--- src/rtl/display_timing_gen.sv ---
// Raster timing generator: signed screen coordinates plus sync/DE/line/frame strobes.
// Latency: every output is registered and describes the position presented in the same cycle.
// Backpressure: i_en=0 freezes the raster and holds all outputs; o_line/o_frame are forced low.
//
// Ports:
//   clk_pix      pixel clock
//   rst_pix_n    synchronous active-low reset
//   i_en         advance enable
//   o_x, o_y     signed position; negative in blanking, 0..RES-1 in the active area
//   o_hsync      horizontal sync (SYNC_POL when active)
//   o_vsync      vertical sync (SYNC_POL when active)
//   o_de         data enable, high in the active area
//   o_line       one-cycle strobe at the first pixel of every line
//   o_frame      one-cycle strobe at the first pixel of every frame
//   o_frame_cnt  completed-frame count, wraps at 2^16
module display_timing_gen #(
  parameter int CORDW    = 16,
  parameter int H_RES    = 1280,
  parameter int V_RES    = 720,
  parameter int H_FP     = 110,
  parameter int H_SYNC   = 40,
  parameter int H_BP     = 220,
  parameter int V_FP     = 5,
  parameter int V_SYNC   = 5,
  parameter int V_BP     = 20,
  parameter bit SYNC_POL = 1'b1
) (
  input  logic                    clk_pix,
  input  logic                    rst_pix_n,
  input  logic                    i_en,
  output logic signed [CORDW-1:0] o_x,
  output logic signed [CORDW-1:0] o_y,
  output logic                    o_hsync,
  output logic                    o_vsync,
  output logic                    o_de,
  output logic                    o_line,
  output logic                    o_frame,
  output logic [15:0]             o_frame_cnt
);

  // Blanking occupies the negative coordinate range so the active area starts at 0.
  localparam logic signed [CORDW-1:0] H_STA  = CORDW'(-(H_FP + H_SYNC + H_BP));
  localparam logic signed [CORDW-1:0] V_STA  = CORDW'(-(V_FP + V_SYNC + V_BP));
  localparam logic signed [CORDW-1:0] H_LAST = CORDW'(H_RES - 1);
  localparam logic signed [CORDW-1:0] V_LAST = CORDW'(V_RES - 1);
  localparam logic signed [CORDW-1:0] HS_BEG = CORDW'(-(H_SYNC + H_BP));
  localparam logic signed [CORDW-1:0] HS_END = CORDW'(-(H_BP + 1));
  localparam logic signed [CORDW-1:0] VS_BEG = CORDW'(-(V_SYNC + V_BP));
  localparam logic signed [CORDW-1:0] VS_END = CORDW'(-(V_BP + 1));
  localparam logic signed [CORDW-1:0] ZERO   = '0;
  localparam logic signed [CORDW-1:0] ONE    = CORDW'(1);

  typedef enum logic {S_START, S_RUN} state_t;

  state_t state_q, state_nxt;

  logic signed [CORDW-1:0] x_nxt, y_nxt;
  logic [15:0]             frame_cnt_nxt;
  logic                    hsync_nxt, vsync_nxt, de_nxt, line_nxt, frame_nxt;

  // State register
  always_ff @(posedge clk_pix) begin
    if (!rst_pix_n) state_q <= S_START;
    else            state_q <= state_nxt;
  end

  // Next-state logic: the first enabled cycle after reset only announces the start position.
  always_comb begin
    state_nxt = state_q;
    case (state_q)
      S_START: if (i_en) state_nxt = S_RUN;
      S_RUN:   state_nxt = S_RUN;
      default: state_nxt = S_START;
    endcase
  end

  // Output logic: next position and the decodes that describe it.
  always_comb begin
    x_nxt         = o_x;
    y_nxt         = o_y;
    frame_cnt_nxt = o_frame_cnt;
    line_nxt      = 1'b0;
    frame_nxt     = 1'b0;
    if (i_en) begin
      case (state_q)
        S_START: begin
          // Position already sits at (H_STA, V_STA) from reset; just strobe.
          line_nxt  = 1'b1;
          frame_nxt = 1'b1;
        end
        default: begin
          if (o_x == H_LAST) begin
            x_nxt    = H_STA;
            line_nxt = 1'b1;
            if (o_y == V_LAST) begin
              y_nxt         = V_STA;
              frame_nxt     = 1'b1;
              frame_cnt_nxt = o_frame_cnt + 16'd1;
            end else begin
              y_nxt = o_y + ONE;
            end
          end else begin
            x_nxt = o_x + ONE;
          end
        end
      endcase
    end
    // Decoding the next position keeps syncs/DE aligned with the coordinates they belong to.
    hsync_nxt = ((x_nxt >= HS_BEG) && (x_nxt <= HS_END)) ? SYNC_POL : ~SYNC_POL;
    vsync_nxt = ((y_nxt >= VS_BEG) && (y_nxt <= VS_END)) ? SYNC_POL : ~SYNC_POL;
    de_nxt    = (x_nxt >= ZERO) && (y_nxt >= ZERO);
  end

  // Output registers
  always_ff @(posedge clk_pix) begin
    if (!rst_pix_n) begin
      o_x         <= H_STA;
      o_y         <= V_STA;
      o_hsync     <= ~SYNC_POL;
      o_vsync     <= ~SYNC_POL;
      o_de        <= 1'b0;
      o_line      <= 1'b0;
      o_frame     <= 1'b0;
      o_frame_cnt <= 16'd0;
    end else begin
      o_x         <= x_nxt;
      o_y         <= y_nxt;
      o_hsync     <= hsync_nxt;
      o_vsync     <= vsync_nxt;
      o_de        <= de_nxt;
      o_line      <= line_nxt;
      o_frame     <= frame_nxt;
      o_frame_cnt <= frame_cnt_nxt;
    end
  end

endmodule

--- config.mk ---
export PLATFORM = sky130hd
export DESIGN_NAME = display_timing_gen
export DESIGN_NICKNAME = d
export VERILOG_FILES = /design/src/rtl/display_timing_gen.sv
export SDC_FILE = /design/constraint.sdc
export NUM_CORES = 1
export LEC_CHECK = 0
export CORE_ASPECT_RATIO = 0.7
export CORE_UTILIZATION = 40
export DETAILED_ROUTE_END_ITERATION = 10
export PLACE_DENSITY = 0.71
export SLEW_MARGIN = 10
export SYNTH_ARGS = -nofsm -noshare
export SYNTH_HDL_FRONTEND = slang
export SYNTH_SLANG_ARGS = --single-unit
export TNS_END_PERCENT = 1
--- constraint.sdc ---
create_clock -name clk_pix -period 7.1 [get_ports clk_pix]
set_input_delay 1.775 -clock clk_pix [delete_from_list [all_inputs] [get_ports clk_pix]]
set_output_delay 1.775 -clock clk_pix [all_outputs]
set_load 0.02 [all_outputs]
==> results.toml, run 1 <==
[setup_path]
worst-path-buf-inv = 1
worstPathCellList = "clkdlybuf4s50_1 -> and2_1 -> nand2_1 -> nor2_1 -> nand3_1 -> xor2_1 -> or4_4 -> a2111oi_4"
max_stage_delay_ns = 0.80
worst_ep_arrival_time_ns = 4.75
crit_family = "simple AND/OR/NAND/NOR gates"
reg2regPathDepth = 8
required_ns = 7.32
slowest_stage = "nor2_1"
critPathKind = "in2reg"
cp-start-kind = "input port"
critPathMaxFanout = 14
r2r_slack_ns = 3.98
path_depth = 8
r2r_start = "o_x[1]"
r2r-end = "o_vsync"
critical_path.endpoint_type = "flop"

[route]
drtIter0Drc = 175
postRouteAntennaNets = 0
wirelength_um = 6660
wl_per_cell_um = 14.4
drt-pass1-iter-count = 4
num_vias = 2485
vias_per_cell = 5.37
drcViolationCount = 0

[global_route]
grt_pass1_wl_um = 10800
antenna_found_initial = 0
track_usage = 0.196
grt_max_degree = 30
gr-total-overflow = 0
grt_pass1_vias = 2127

[sta]
tns_ns = 0
tightestPinTransition_ns = 0.944
slew_headroom = 0.368
rsz0062_at_grt = "false"
final-setup-viol-count = 0
fin_crit_ns = 4.53
min_period_over_period = 0.639
hold-worst-slack_ns = 0.519
clock_skew_ns = 0.00808
hold_viol = 0
fmaxAchievable_ghz = 0.221
slew_violations = 0

[worst_hold_path]
hold_start = "o_frame_cnt[15]"
hold_end = "o_frame_cnt[15]"
hold_path_class = "reg2reg"
hold_depth = 2

[yosys]
synth_seq_area_share = 0.406
async_reset_ff_frac = 0
synth-main-ff-cell = "dfxtp_1"
synthesis.nets = 324
syn_area_per_cell_um2 = 8.36
ys_types = 48
synth_warnings = 0
ys_ff_latch = 54
synthesis.area_um2 = 2660
synth-edff-count = 0
synthCells = 318

[placed_design]
place.gp.congestion = 0.921
portBuffers = 55
dp_hpwl_um = 4800
dp_cells = 455

[clocking]
root_buffer = "clkbuf_8"
hold_buffers = 0
post_cts_resized = 0
clk_pin_slew_ns = 0.11
clk-insertion-delay-late_ns = 0.32
cts.htree.levels = 2
cts_inserted_buffers = 5
cts_setup_buffers = 0
cts.path.max_buffers = 2
tritoncts = "yes"
cts_sinks = 54

[flow_run]
cap_violations = 0

[die]
start_util = 0.420
coreArea_um2 = 6340
die_area_um2 = 6990
num_rows = 24
die_h_um = 70.2
fp.dieW_um = 99.5
ios = 56

[outcome]
outcome = "finished, final reports clean"

[cells_and_area]
area_growth_pct = 27.8
stdcell_count = 463
drive_above_1_share = 0.0538
final_common_cell = "clkdlybuf4s50_1"
diodes = 0
final_cell_mix = "55 x clkdlybuf4s50_1, 54 x dfxtp_1, 41 x nor2_1, 40 x nand2_1, 23 x nand3_1"
fin_nets = 377
final_util = 0.537

[power]
cellPowerDensity_nw_per_um2 = 151
peakVddDrop_mv = 0.0807
p_leak_uw = 0.00122
==> synth_stat cells (all sizes together), types with 3 or more instances <==
library cell / n / area share
nand2b: 3 / 0.0071
clkbuf: 9 / 0.013
and3: 11 / 0.026
a311oi: 3 / 0.0099
and4: 4 / 0.013
ha: 3 / 0.014
nor2: 41 / 0.058
a31oi: 4 / 0.0094
nand2: 40 / 0.056
o21ai: 9 / 0.017
nor3: 13 / 0.026
and2: 3 / 0.0071
nand4: 11 / 0.032
nor4: 6 / 0.020
dfxtp: 54 / 0.41
inv: 5 / 0.0071
xor2: 18 / 0.059
xnor2: 16 / 0.053
or4: 3 / 0.011
nand3: 23 / 0.043
or3: 4 / 0.0094
a21oi: 10 / 0.019
==> layout make-up <==
class                      count  area (um^2)
inverter                       5         18.8
tap                           91          114
clock inverter                 3         28.8
multi-input combinational    248         1520
timing repair buffer          57          566
sequential                    54         1080
fill                         595         2940
clock buffer                   5         68.8
==> worst max path at each step <==
stage                     from  endpoint
after global placement    i_en   o_vsync
after CTS                 i_en   o_vsync
after floorplan           i_en   o_vsync
final                     i_en   o_vsync
after detailed placement  i_en   o_vsync
after global routing      i_en   o_vsync
==> cell families (layout without fill, tap and decap cells) <==
kind of cell | Yosys count | after routing | share of synthesized area
AND/OR/NAND/NOR | 173 | 173 | 0.343
flip-flops | 54 | 54 | 0.406
AO/OA/AOI/OAI | 36 | 36 | 0.0931
XOR/XNOR | 34 | 34 | 0.112
buffers and inverters | 16 | 70 | 0.0235
adder cells (fa/ha/maj) | 3 | 3 | 0.0141
multiplexers | 2 | 2 | 0.00800
==> routing by layer <==
| layer | track usage | wire length (um) | part of all wire |
|---|---|---|---|
| met5 | 0 | 0 | 0 |
| met4 | 0.0408 | 42 | 0.0063 |
| met2 | 0.257 | 2670 | 0.40 |
| met3 | 0.0531 | 443 | 0.067 |
| met1 | 0.312 | 3500 | 0.53 |
==> worst reg2reg max path: stages, from the launching register on <==
cell and delay, ns:
dfxtp_1 0.43, ha_1 0.22, and3_1 0.20, nand2_1 0.23, nor2_1 0.80, nand3_1 0.21
xor2_1 0.21, or4_4 0.45, a2111oi_4 0.27
==> power breakdown <==
| part | total (uW) | switching (uW) | internal, uW |
|---|---|---|---|
| Combinational | 18.5 | 11.8 | 6.73 |
| Clock | 187 | 113 | 74.1 |
| Sequential | 307 | 2.05 | 305 |
==> sequential cells by signal (all words and copies together) (netlist names) <==
| name | cells |
|---|---|
| o_y | 16 |
| o_line | 1 |
| o_frame_cnt | 16 |
| o_vsync | 1 |
| state_q | 1 |
| o_de | 1 |
| o_x | 16 |
| o_hsync | 1 |
| o_frame | 1 |
==> metrics by stage <==
step	instance area [um^2]	power (uW)	setup slack [ns]
after detailed placement	3300	332	2.30
final	3400	512	2.57
after global routing	3400	530	2.43
after global placement	3300	332	2.46
after floorplan	2660	325	3.38
after CTS	3400	516	2.62
Power figures use the tool's default switching activity.
==> run 2, diff against run 1 <==
- PLACE_DENSITY: 0.71 -> 0.74
- clock period: 7.1 -> 3.9 ns (I/O delays scaled with it)
==> results.toml, run 2 (synthesis results as in run 1) <==
[route]
drcViolationCount = 0
dr_wl_met3_um = 603
wl_met2_um = 2670
top_layer = "met4"
num_vias = 2558
wirelength_um = 6840
drt-pass1-iter-count = 5
wl_met1_um = 3480
postRouteAntennaNets = 0
wl_per_cell_um = 14.5
drtIter0Drc = 204
vias_per_cell = 5.44

[sta]
tns_ns = 0
final-setup-viol-count = 0
fmaxAchievable_ghz = 0.308
slew_headroom = 0.663
clock_skew_ns = 0.0116
min_period_over_period = 0.831
slew_violations = 0
tightestPinTransition_ns = 0.500
rsz0062_at_grt = "false"
fin_ws_ns = 0.657
fin_crit_ns = 3.24
hold_viol = 0

[setup_path]
reg2regPathDepth = 7
critPathKind = "in2reg"
critPathMaxFanout = 6
r2r-end = "o_vsync"
r2r_start = "o_x[12]"
critical_path.endpoint_type = "flop"
cp-start-kind = "input port"
startpoint = "i_en"
worst_ep_arrival_time_ns = 3.47
r2r_slack_ns = 1.11
required_ns = 4.13
endpoint = "o_vsync"

[cells_and_area]
fin_nets = 384
top_regs = "o_frame_cnt x16, o_x x16, o_y x16"
multi_input_area_um2 = 1520
area_growth_pct = 31.3
stdcell_count = 470
nFillCells = 567
drive_above_1_share = 0.0712
register_area_um2 = 1080
final_util = 0.551
final_cell_mix = "55 x clkdlybuf4s50_1, 54 x dfxtp_1, 41 x nor2_1, 40 x nand2_1, 23 x nand3_1"
final_common_cell = "clkdlybuf4s50_1"
diodes = 0

[clocking]
cts_setup_buffers = 0
clk-insertion-delay-late_ns = 0.32
cts_inserted_buffers = 5
cts.htree.levels = 2
tritoncts = "yes"
root_buffer = "clkbuf_8"
cts_sinks = 54
post_cts_resized = 0
clk_pin_slew_ns = 0.10
hold_buffers = 0
cts.path.max_buffers = 2

[power]
p_leak_uw = 0.00127
seqPwrFrac = 0.536
cellPowerDensity_nw_per_um2 = 298
power_frac_comb = 0.034
switching_share = 0.208
power_frac_clock = 0.431
p_sw_uw = 217
peakVddDrop_mv = 0.132
intPower_uw = 824

[die]
die_h_um = 70.2
ios = 56
coreArea_um2 = 6340
die_area_um2 = 6990
num_rows = 24
fp.dieW_um = 99.5
start_util = 0.420

[global_route]
grt_pass1_wl_um = 11300
gr-total-overflow = 0
antenna_found_initial = 0
grt_max_degree = 29
grt_pass1_vias = 2245
track_usage = 0.206

[placed_design]
dp_hpwl_um = 4950
dp_cells = 462
pre_cts_ws_ns = 0.357
portBuffers = 55
place.gp.congestion = 0.956

[worst_hold_path]
hold_start = "o_frame_cnt[15]"
hold_path_class = "reg2reg"

[flow_run]
cap_violations = 0

[outcome]
outcome = "finished, final reports clean"
==> run 2: critical path: stages <==
cell and delay, ns:
clkdlybuf4s50_1 0.55, and2_1 0.25, nand2_1 0.09, or4_4 0.58
nor3_2 0.12, nor3_1 0.08, or4_4 0.54, a2111oi_4 0.28
==> run 2: layout make-up <==
class,instances,share of cell area
multi-input combinational,248,0.436
sequential,54,0.310
timing repair buffer,64,0.177
tap,91,0.0326
clock buffer,5,0.0197
clock inverter,3,0.0197
inverter,5,0.00537
==> run 2: worst min-delay path by stage <==
stage | end | slack [ns] | cells past startpoint
finish | o_frame_cnt[15] | 0.52 | 2
global route | o_frame_cnt[15] | 0.54 | 2
CTS | o_frame_cnt[15] | 0.52 | 2
detailed placement | o_frame_cnt[15] | 0.50 | 2
global placement | o_frame_cnt[15] | 0.48 | 2
floorplan | o_frame | 0.50 | 1
==> run 2: routing by layer <==
| layer | track usage | up-vias |
|---|---|---|
| li1 | - | 1261 |
| met5 | 0 | - |
| met2 | 0.270 | 128 |
| met3 | 0.0450 | 8 |
| met1 | 0.323 | 1161 |
| met4 | 0.0703 | 0 |
==> run 2: power groups by stage <==
| stage | combinational (uW) | sequential (uW) | clock [uW] |
|---|---|---|---|
| after floorplan | 17.6 | 573 | 0 |
| after global placement | 34.7 | 571 | 0 |
| after detailed placement | 34.6 | 571 | 0 |
| after CTS | 34.8 | 558 | 456 |
| after global routing | 38.2 | 559 | 482 |
| final | 35.0 | 558 | 448 |
==> run 2: metrics by stage <==
| stage | hold slack (ns) | cell area [um^2] | power, uW |
|---|---|---|---|
| after CTS | 0.521 | 3490 | 1050 |
| after global placement | 0.482 | 3350 | 605 |
| after floorplan | 0.500 | 2660 | 591 |
| after global routing | 0.540 | 3490 | 1080 |
| final | 0.518 | 3490 | 1040 |
| after detailed placement | 0.505 | 3350 | 605 |
==> run 3, diff against run 2 <==
- PLACE_DENSITY: 0.74 -> 0.71
- clock period: 3.9 -> 3.3 ns (I/O delays scaled with it)
==> results.toml, run 3 (synthesis results as in run 1) <==
[outcome]
outcome = "finished, final reports clean"

[power]
seqPwrFrac = 0.575
power_frac_comb = 0.038
switching_share = 0.215
cellPowerDensity_nw_per_um2 = 330
power_frac_clock = 0.387
intPower_uw = 900
peakVddDrop_mv = 0.230
p_sw_uw = 246
p_leak_uw = 0.00126
p_total_uw = 1150

[setup_path]
cp-start-kind = "input port"
max_stage_delay_ns = 0.58
worstPathCellList = "clkdlybuf4s50_1 -> and2_1 -> nand2_1 -> or4_4 -> nor3_2 -> nor3_1 -> or4_4 -> a2111oi_4"
worst-path-buf-inv = 1
reg2regPathDepth = 7
required_ns = 3.51
slowest_stage = "or4_4"
r2r-end = "o_vsync"
critPathKind = "in2reg"
r2r_start = "o_x[12]"
path_depth = 8
crit_family = "simple AND/OR/NAND/NOR gates"
r2r_slack_ns = 0.53
critPathMaxFanout = 4
worst_ep_arrival_time_ns = 3.13
cpMostUsedCell = "or4_4"
critical_path.endpoint_type = "flop"

[worst_hold_path]
hold_start = "o_frame_cnt[15]"
hold_path_class = "reg2reg"
hold_end = "o_frame_cnt[15]"
hold_depth = 2

[placed_design]
dp_hpwl_um = 5160
portBuffers = 55
place.gp.congestion = 0.915

[route]
wl_per_cell_um = 15.0
drtIter0Drc = 146
drcViolationCount = 0
num_vias = 2541
wirelength_um = 7060
postRouteAntennaNets = 0
drt-pass1-iter-count = 4
vias_per_cell = 5.38

[cells_and_area]
final_util = 0.549
final_cell_mix = "55 x clkdlybuf4s50_1, 54 x dfxtp_1, 41 x nor2_1, 40 x nand2_1, 23 x nand3_1"
multi_input_area_um2 = 1520
fin_nets = 386
final_common_cell = "clkdlybuf4s50_1"
register_area_um2 = 1080
nFillCells = 599
area_growth_pct = 30.7
top_regs = "o_frame_cnt x16, o_x x16, o_y x16"
drive_above_1_share = 0.0709
diodes = 0

[global_route]
grt_max_degree = 24
antenna_found_initial = 0
gr-total-overflow = 0
track_usage = 0.207
grt_pass1_vias = 2241
grt_pass1_wl_um = 11400

[clocking]
cts_inserted_buffers = 5
cts.path.max_buffers = 2
post_cts_resized = 0
cts_setup_buffers = 0
cts_sinks = 54
clk-insertion-delay-late_ns = 0.31
hold_buffers = 0
tritoncts = "yes"
clk_pin_slew_ns = 0.09
root_buffer = "clkbuf_8"
cts.htree.levels = 2

[sta]
tns_ns = 0
slew_violations = 0
fmaxAchievable_ghz = 0.342
fin_crit_ns = 2.92
tightestPinTransition_ns = 0.565
rsz0062_at_grt = "false"
hold_viol = 0
clock_skew_ns = 0.00955
final-setup-viol-count = 0
min_period_over_period = 0.886
slew_headroom = 0.620

[die]
die_area_um2 = 6990
start_util = 0.420
num_rows = 24
fp.dieW_um = 99.5
coreArea_um2 = 6340
ios = 56
die_h_um = 70.2

[flow_run]
cap_violations = 0
run 3: cell count changes in the layout (fill, tap and decap cells not counted):
| cell | delta |
|---|---|
| clkbuf_1 | +2 |
| clkinv_4 | -1 |
| bufinv_16 | -1 |
| buf_4 | +2 |
run 3: area by class of cell:
cell class	instances	share of cell area
flip-flops and latches	54	0.311
clock inverters	1	0.00864
multi-input cells	248	0.438
well taps	91	0.0328
clock buffers	7	0.0220
repair buffers	66	0.182
inverters	5	0.00540
run 3: worst max path at each step:
stage / start / endpoint / slack (ns)
after CTS: i_en / o_vsync / 0.39
after floorplan: i_en / o_vsync / 0.53
after detailed placement: i_en / o_vsync / 0.06
final: i_en / o_vsync / 0.38
after global placement: i_en / o_vsync / 0.12
after global routing: i_en / o_hsync / 0.26
run 3: power by group through the flow:
stage / registers [uW] / clock network (uW) / logic, uW
4_1_cts: 659 / 445 / 43.7
2_1_floorplan: 677 / 0 / 20.8
6_report: 659 / 443 / 43.6
5_1_grt: 660 / 478 / 47.5
3_3_place_gp: 674 / 0 / 42.9
3_5_place_dp: 674 / 0 / 43.4
run 3: through the flow:
stage	hold slack (ns)	instances	setup slack (ns)	cell area, um^2
final	0.528	472	0.377	3480
after global routing	0.549	472	0.263	3480
after CTS	0.527	472	0.387	3480
after detailed placement	0.512	464	0.0621	3370
after global placement	0.476	464	0.121	3370
after floorplan	0.500	318	0.528	2660
run 3: routing by layer:
| metal | vias to the layer above | share of wire | GRT usage |
|---|---|---|---|
| met4 | 0 | 0.0069 | 0.0507 |
| met5 | - | 0 | 0 |
| li1 | 1249 | - | - |
| met2 | 92 | 0.40 | 0.282 |
| met3 | 5 | 0.071 | 0.0420 |
| met1 | 1195 | 0.52 | 0.326 |
run 3: tightest hold or removal path: stages (launching register included):
cell     delay (ns)
dfxtp_1        0.33
o21ai_0        0.09
a21oi_1        0.07
